===== config.mk =====
export PLATFORM = sky130hd
export DESIGN_NAME = instruction_loader
export DESIGN_NICKNAME = d
export VERILOG_FILES = /design/src/rtl/instruction_loader.sv
export SDC_FILE = /design/constraint.sdc
export NUM_CORES = 1
export LEC_CHECK = 0
export BUFFER_PORTS_ARGS = -buffer_cell sky130_fd_sc_hd__buf_4
export CORE_MARGIN = 2
export CORE_UTILIZATION = 30
export CTS_CLUSTER_DIAMETER = 80
export DETAILED_ROUTE_END_ITERATION = 7
export GPL_TIMING_DRIVEN = 0
export SKIP_CTS_REPAIR_TIMING = 1
export SLEW_MARGIN = 20
export SYNTH_ARGS = -nofsm -noshare
export SYNTH_HDL_FRONTEND = slang
export SYNTH_SLANG_ARGS = --single-unit

===== constraint.sdc =====
create_clock -name i_clk -period 3.5 [get_ports i_clk]
set_clock_uncertainty 0.15 [all_clocks]
set_input_delay 0.35 -clock i_clk [delete_from_list [all_inputs] [get_ports i_clk]]
set_output_delay 0.35 -clock i_clk [all_outputs]
set_load 0.01 [all_outputs]

===== src/rtl/instruction_loader.sv =====
// rtl/instruction_loader.sv - streams host instruction words into instruction memory while holding the CPU pipeline
module instruction_loader #(
   parameter int          MEM_WORDS = 256,
   parameter int          CNT_W     = 9,
   parameter logic [31:0] BASE_ADDR = 32'h0000_0000
) (
   input  logic             i_clk,
   input  logic             i_reset,
   input  logic             i_start,
   input  logic [CNT_W-1:0] i_word_count,
   input  logic             i_abort,
   input  logic [31:0]      i_data,
   input  logic             i_valid,
   output logic             o_ready,
   output logic             o_mem_write,
   output logic [31:0]      o_mem_addr,
   output logic [31:0]      o_mem_data,
   output logic             o_cpu_hold,
   output logic             o_busy,
   output logic             o_done,
   output logic             o_error
);

   typedef enum logic [1:0] {
      S_IDLE,
      S_LOAD,
      S_FINISH
   } state_t;

   state_t           state, state_nxt;
   logic [CNT_W-1:0] count, count_nxt;
   logic [CNT_W-1:0] index, index_nxt;
   logic             ready_nxt, write_nxt, hold_nxt, busy_nxt, done_nxt, error_nxt;
   logic [31:0]      addr_nxt, data_nxt;
   logic             handshake, is_last, count_ok;

   assign handshake = i_valid & o_ready;
   assign is_last   = (index == count - CNT_W'(1));
   assign count_ok  = (i_word_count != '0) && (i_word_count <= CNT_W'(MEM_WORDS));

   always_ff @(posedge i_clk or negedge i_reset) begin
      if (!i_reset) begin
         state       <= S_IDLE;
         count       <= '0;
         index       <= '0;
         o_ready     <= 1'b0;
         o_mem_write <= 1'b0;
         o_mem_addr  <= BASE_ADDR;
         o_mem_data  <= 32'h0;
         o_cpu_hold  <= 1'b0;
         o_busy      <= 1'b0;
         o_done      <= 1'b0;
         o_error     <= 1'b0;
      end else begin
         state       <= state_nxt;
         count       <= count_nxt;
         index       <= index_nxt;
         o_ready     <= ready_nxt;
         o_mem_write <= write_nxt;
         o_mem_addr  <= addr_nxt;
         o_mem_data  <= data_nxt;
         o_cpu_hold  <= hold_nxt;
         o_busy      <= busy_nxt;
         o_done      <= done_nxt;
         o_error     <= error_nxt;
      end
   end

   // Every output is registered: the values computed here appear one cycle later.
   always_comb begin
      state_nxt = state;
      count_nxt = count;
      index_nxt = index;
      ready_nxt = 1'b0;
      write_nxt = 1'b0;
      addr_nxt  = o_mem_addr;
      data_nxt  = o_mem_data;
      hold_nxt  = 1'b0;
      busy_nxt  = 1'b0;
      done_nxt  = 1'b0;
      error_nxt = o_error;
      case (state)
         S_IDLE: begin
            if (i_start) begin
               if (count_ok) begin
                  count_nxt = i_word_count;
                  index_nxt = '0;
                  error_nxt = 1'b0;
                  ready_nxt = 1'b1;
                  hold_nxt  = 1'b1;
                  busy_nxt  = 1'b1;
                  state_nxt = S_LOAD;
               end else begin
                  error_nxt = 1'b1;
               end
            end
         end
         S_LOAD: begin
            ready_nxt = 1'b1;
            hold_nxt  = 1'b1;
            busy_nxt  = 1'b1;
            // Abort wins over a same-cycle handshake, so that word is dropped.
            if (i_abort) begin
               ready_nxt = 1'b0;
               hold_nxt  = 1'b0;
               busy_nxt  = 1'b0;
               error_nxt = 1'b1;
               state_nxt = S_IDLE;
            end else if (handshake) begin
               write_nxt = 1'b1;
               addr_nxt  = BASE_ADDR + 32'({index, 2'b00});
               data_nxt  = i_data;
               if (is_last) begin
                  ready_nxt = 1'b0;
                  done_nxt  = 1'b1;
                  state_nxt = S_FINISH;
               end else begin
                  index_nxt = index + CNT_W'(1);
               end
            end
         end
         S_FINISH: begin
            state_nxt = S_IDLE;
         end
         default: begin
            state_nxt = S_IDLE;
         end
      endcase
   end

endmodule


* Word-level counts from Yosys, hierarchy flattened
Cells that the tools add are included.
Cells by class: add/sub/neg operators 2, order comparisons 1, multiplexer cells 31, equal/unequal tests 10, reduce and logical (&&, ||, !) cells 9, bitwise logic cells 2
Operators with widths (number):
- 9-bit two-way mux | 5
- 9-bit one-hot mux with 2 select lines | 1
- 1-bit two-way mux | 16
- 2-bit inequality test, second input constant | 6
- 2-bit two-way mux | 5
- 9-bit by 1-bit adder with 9-bit output, second input constant | 1
- 9-bit == test | 1
- 9-bit less-or-equal comparator, second input constant | 1
- 3-bit AND reduction | 3
- 9-bit nonzero test | 1
- 9-bit by 1-bit subtractor with 9-bit output, second input constant | 1
- 3-bit inequality test, second input constant | 2
- 1-bit one-hot mux with 2 select lines | 3
- 6-bit AND reduction | 1
- 2-bit one-hot mux with 2 select lines | 1
- 4-bit AND reduction | 1
- 2-bit by 1-bit == test with 1-bit output, second input constant | 1
- 2-bit logical NOT | 1
- 2-bit nonzero test | 1
- 1-bit bitwise AND | 1
- 1-bit logical AND | 1
- 1-bit inverter | 1
Word-level totals: output and inout bits 70, bits of input ports 46, flip-flop bits (word level) 66, logic and storage cells 65

* Depth between registers and ports, before layout
depth in word-level cells 6, mapped depth 10, depth with buffers taken out 8

* Least setup slack after synthesis
OpenSTA, ideal clock, no wires.
path kind register -> register, from register count[0], to register index[8], stages on the path, launching flop included 10, buffers on the path 1, slack 0.998 ns, setup time 0.077 ns, arrival time 2.275 ns, required time 3.273 ns, clock period less this slack 2.502 ns, cell sequence dfrtp_1 > inv_1 > ha_1 > buf_1 > nand2_1 > or4_2 > a221oi_1 > nand2_1 > a31o_2 > a21oi_1
Between the ends: longest elaborated chain between the ends 4
RTL lines:
- start: declaration | RTL line 31 | logic [CNT_W-1:0] count, count_nxt;
- start signal: assignment | RTL line 56 | count <= count_nxt;
- 9-bit by 1-bit subtractor with 9-bit output | RTL line 38 | assign is_last = (index == count - CNT_W'(1));
- 9-bit == test | RTL line 38
- 2-bit inequality test (no source line)
- 6-bit AND reduction (no source line)
- end signal: assignment | RTL line 57 | index <= index_nxt;
- end: declaration | RTL line 32 | logic [CNT_W-1:0] index, index_nxt;
No other way between the ends. A chain may end at the register's enable or synchronous reset.

* Worst setup path in the final report
from register count[0], to register index[6]
The elaborated chain is that of the path after synthesis.

==> reports/results.txt <==
Chip Height -> 107 microns
final hold violation count -> 66
Root Driver -> clkbuf_8
Synth cell types -> 42
Port Buffers -> 92
CP Cell Sequence -> inv_1 -> ha_1 -> buf_1 -> nand2_1 -> or4_2 -> a221oi_1 -> nand2_1 -> nand2_1 -> o21ai_0
Compound-Gate Fraction of Synth Area -> 8.49%
outcome -> finished, violations left
Syn Inst Count -> 365
critical path fanouts, max -> 8
P_leak -> 0.00228 uW
RSZ-0062 raised after global routing -> false
Synth Area in Adders -> 0.790%
area delta synth->final -> 35.6%
total iterations of the first detailed-routing run -> 4
Hold Slack -> -37.3 ps
relative slew slack -> 44.0%
Routed WL -> 7.76 mm
pin count of the biggest net entering global routing -> 67
total gr overflow -> 0
crit path buf inv count -> 2
clk buf depth -> 2
synth warn -> 0
row count -> 37
power density cells -> 549 nW/um^2
n_diodes -> 0
CTS Buf Count -> 9
CP Launch Type -> register
worst-margin pin slew -> 839 ps
final instance area -> 4300 sq um
Placer Congestion -> 0.800
fraction of layout cells with a size suffix above 1 -> 28.3%
Starting Density -> 30.8%
final net count -> 538
critical path class -> reg -> reg
Worst Hold Class -> in -> async
DP HPWL -> 5.60 mm
peak supply drop -> 0.000251 V
Setup crit end kind -> register
final worst-path cycle share -> 81.6%
main combinational cell family by area after synthesis -> simple AND/OR/NAND/NOR gates
fin util -> 41.8%
total track usage -> 14.4%
most frequent cells in the layout -> nand2_1, buf_4, dfrtp_1
htree depth -> 3
slowest CP cell -> or4_2
DR vias -> 2797
Slew Limit Fails -> 0
Max-Cap Viols -> 0
setup TNS -> 0 ps
CP required -> 3550 ps
Total Die Area -> 11400 sq um
Post-Synth Simple-Gate Area -> 26.0%
initial DRC count -> 154
Chip Width -> 107 microns
Most common cell on crit path -> nand2_1
most common cell after layout, fill and taps aside -> nand2_1
mux cell area share after synthesis -> 0.632%
Clk pin slew, worst setup/hold paths -> 70 ps
violated checks -> negative hold slack
drt wl/cell -> 12.3 microns
cell area after placement -> 4110 sq um
#FFs+latches synth -> 66
antenna violations before repair -> 0
syn avg cell area -> 8.68 sq um
number of global-route vias before repair -> 2680
WP data arrival -> 2910 ps
Setup-failing EPs final -> 0
CTS sink cnt -> 66
Top Ports -> 116
Core Footprint -> 10300 sq um
Clock Latency Late Sink -> 340 ps
first-pass GRT wire length -> 12.9 mm
via/cell ratio -> 4.43
Synth Area in XOR/XNOR -> 2.77%
post-route ant nets -> 0
Final Critical Period -> 2860 ps
max incr delay on CP -> 540 ps
setup slack at placement -> 692 ps
clock tree from TritonCTS -> yes
fmax -> 350 MHz
final routed DRC violation total -> 0
worst setup margin -> 644 ps
part of the Yosys area used for sequential elements -> 52.2%
Synth Cell Area -> 3170 sq um
CP delay by family, top -> simple AND/OR/NAND/NOR gates
==> cells in the mapped netlist (all sizes together) <==
| master | number | area, sq um |
|---|---|---|
| nand2 | 151 | 567 |
| dfrtp | 66 | 1650 |
| buf | 27 | 206 |
| o21ai | 15 | 78.8 |
| clkbuf | 11 | 41.3 |
| nor2 | 11 | 41.3 |
| a21oi | 10 | 50.1 |
| inv | 10 | 37.5 |
| and3 | 6 | 37.5 |
| or4 | 6 | 47.6 |
| xnor2 | 5 | 43.8 |
| xor2 | 5 | 43.8 |
| nand3 | 4 | 20.0 |
| and2 | 3 | 21.3 |
| nand2b | 3 | 18.8 |
| nand4 | 3 | 18.8 |
| o211ai | 3 | 22.5 |
| o311ai | 3 | 26.3 |
| o31ai | 3 | 22.5 |
| a31o | 2 | 17.5 |
| ha | 2 | 25.0 |
| mux2i | 2 | 20.0 |
| a211oi | 1 | 7.51 |
| a221o | 1 | 10.0 |
| a221oi | 1 | 8.76 |
| a22oi | 1 | 7.51 |
| and2b | 1 | 7.51 |
| conb | 1 | 3.75 |
| nor2b | 1 | 6.26 |
| nor3 | 1 | 5.00 |
| nor4 | 1 | 12.5 |
| nor4b | 1 | 8.76 |
| o2111ai | 1 | 8.76 |
| o221ai | 1 | 8.76 |
| or2 | 1 | 6.26 |
| or3 | 1 | 6.26 |
==> metal layers <==
metal / global-route usage (%) / up-vias / share of wire (%)
met1: 18.1 / 1294 / 45
met2: 23.0 / 95 / 47
li1: - / 1396 / -
met5: 0 / - / 0
met4: 6.86 / 0 / 1.9
met3: 3.77 / 12 / 6.3
==> report_power, final <==
group          leakage [uW]  switching, uW  internal, uW
Combinational       0.00133            330           343
Sequential         0.000861            126           931
Clock             0.0000975            300           329
Total               0.00228            756          1600
==> cells by family after synthesis <==
kind of cell,Yosys count
AND/OR/NAND/NOR,194
flip-flops,66
buffers and inverters,48
AO/OA/AOI/OAI,42
XOR/XNOR,10
adder cells (fa/ha/maj),2
multiplexers,2
other,1
==> registers in the layout, summed over array words and instances, names as in the netlist <==
register and cells:
count 9, index 9, o_busy 1, o_done 1
o_error 1, o_mem_addr 9, o_mem_data 32, o_mem_write 1
o_ready 1, state 2
==> final timing paths <==
path | startpoint | endpoint | slack [ps] | cells after the start
max reg2reg | count[0] | index[6] | 640 | 9
min in group i_clk | i_data[19] | o_mem_data[19] | 40 | 3
max | count[0] | index[6] | 640 | 9
max in group asynchronous | i_reset | o_mem_data[0] | 2700 | 1
min reg2reg | o_mem_addr[8] | o_mem_addr[8] | 330 | 2
min | i_reset | o_error | -40 | 1
==> per-stage QoR <==
step                      instances  power, uW  hold WS, ps
after floorplan                 387       1390        -95.6
after global placement          615       1730          311
after detailed placement        615       1750          314
after CTS                       631       2390        -4.86
after global routing            631       2520         28.3
final                           631       2360        -37.3
==> layout make-up <==
type	instances	area, sq um
Fill cell	1038	5980
Buffer	38	248
Multi-Input combinational cell	273	1310
Clock inverter	5	53.8
Inverter	10	37.5
Clock buffer	11	131
Tap cell	136	170
Sequential cell	66	1650
Timing Repair Buffer	92	691
No activity file was read; power rests on OpenSTA's default activity.
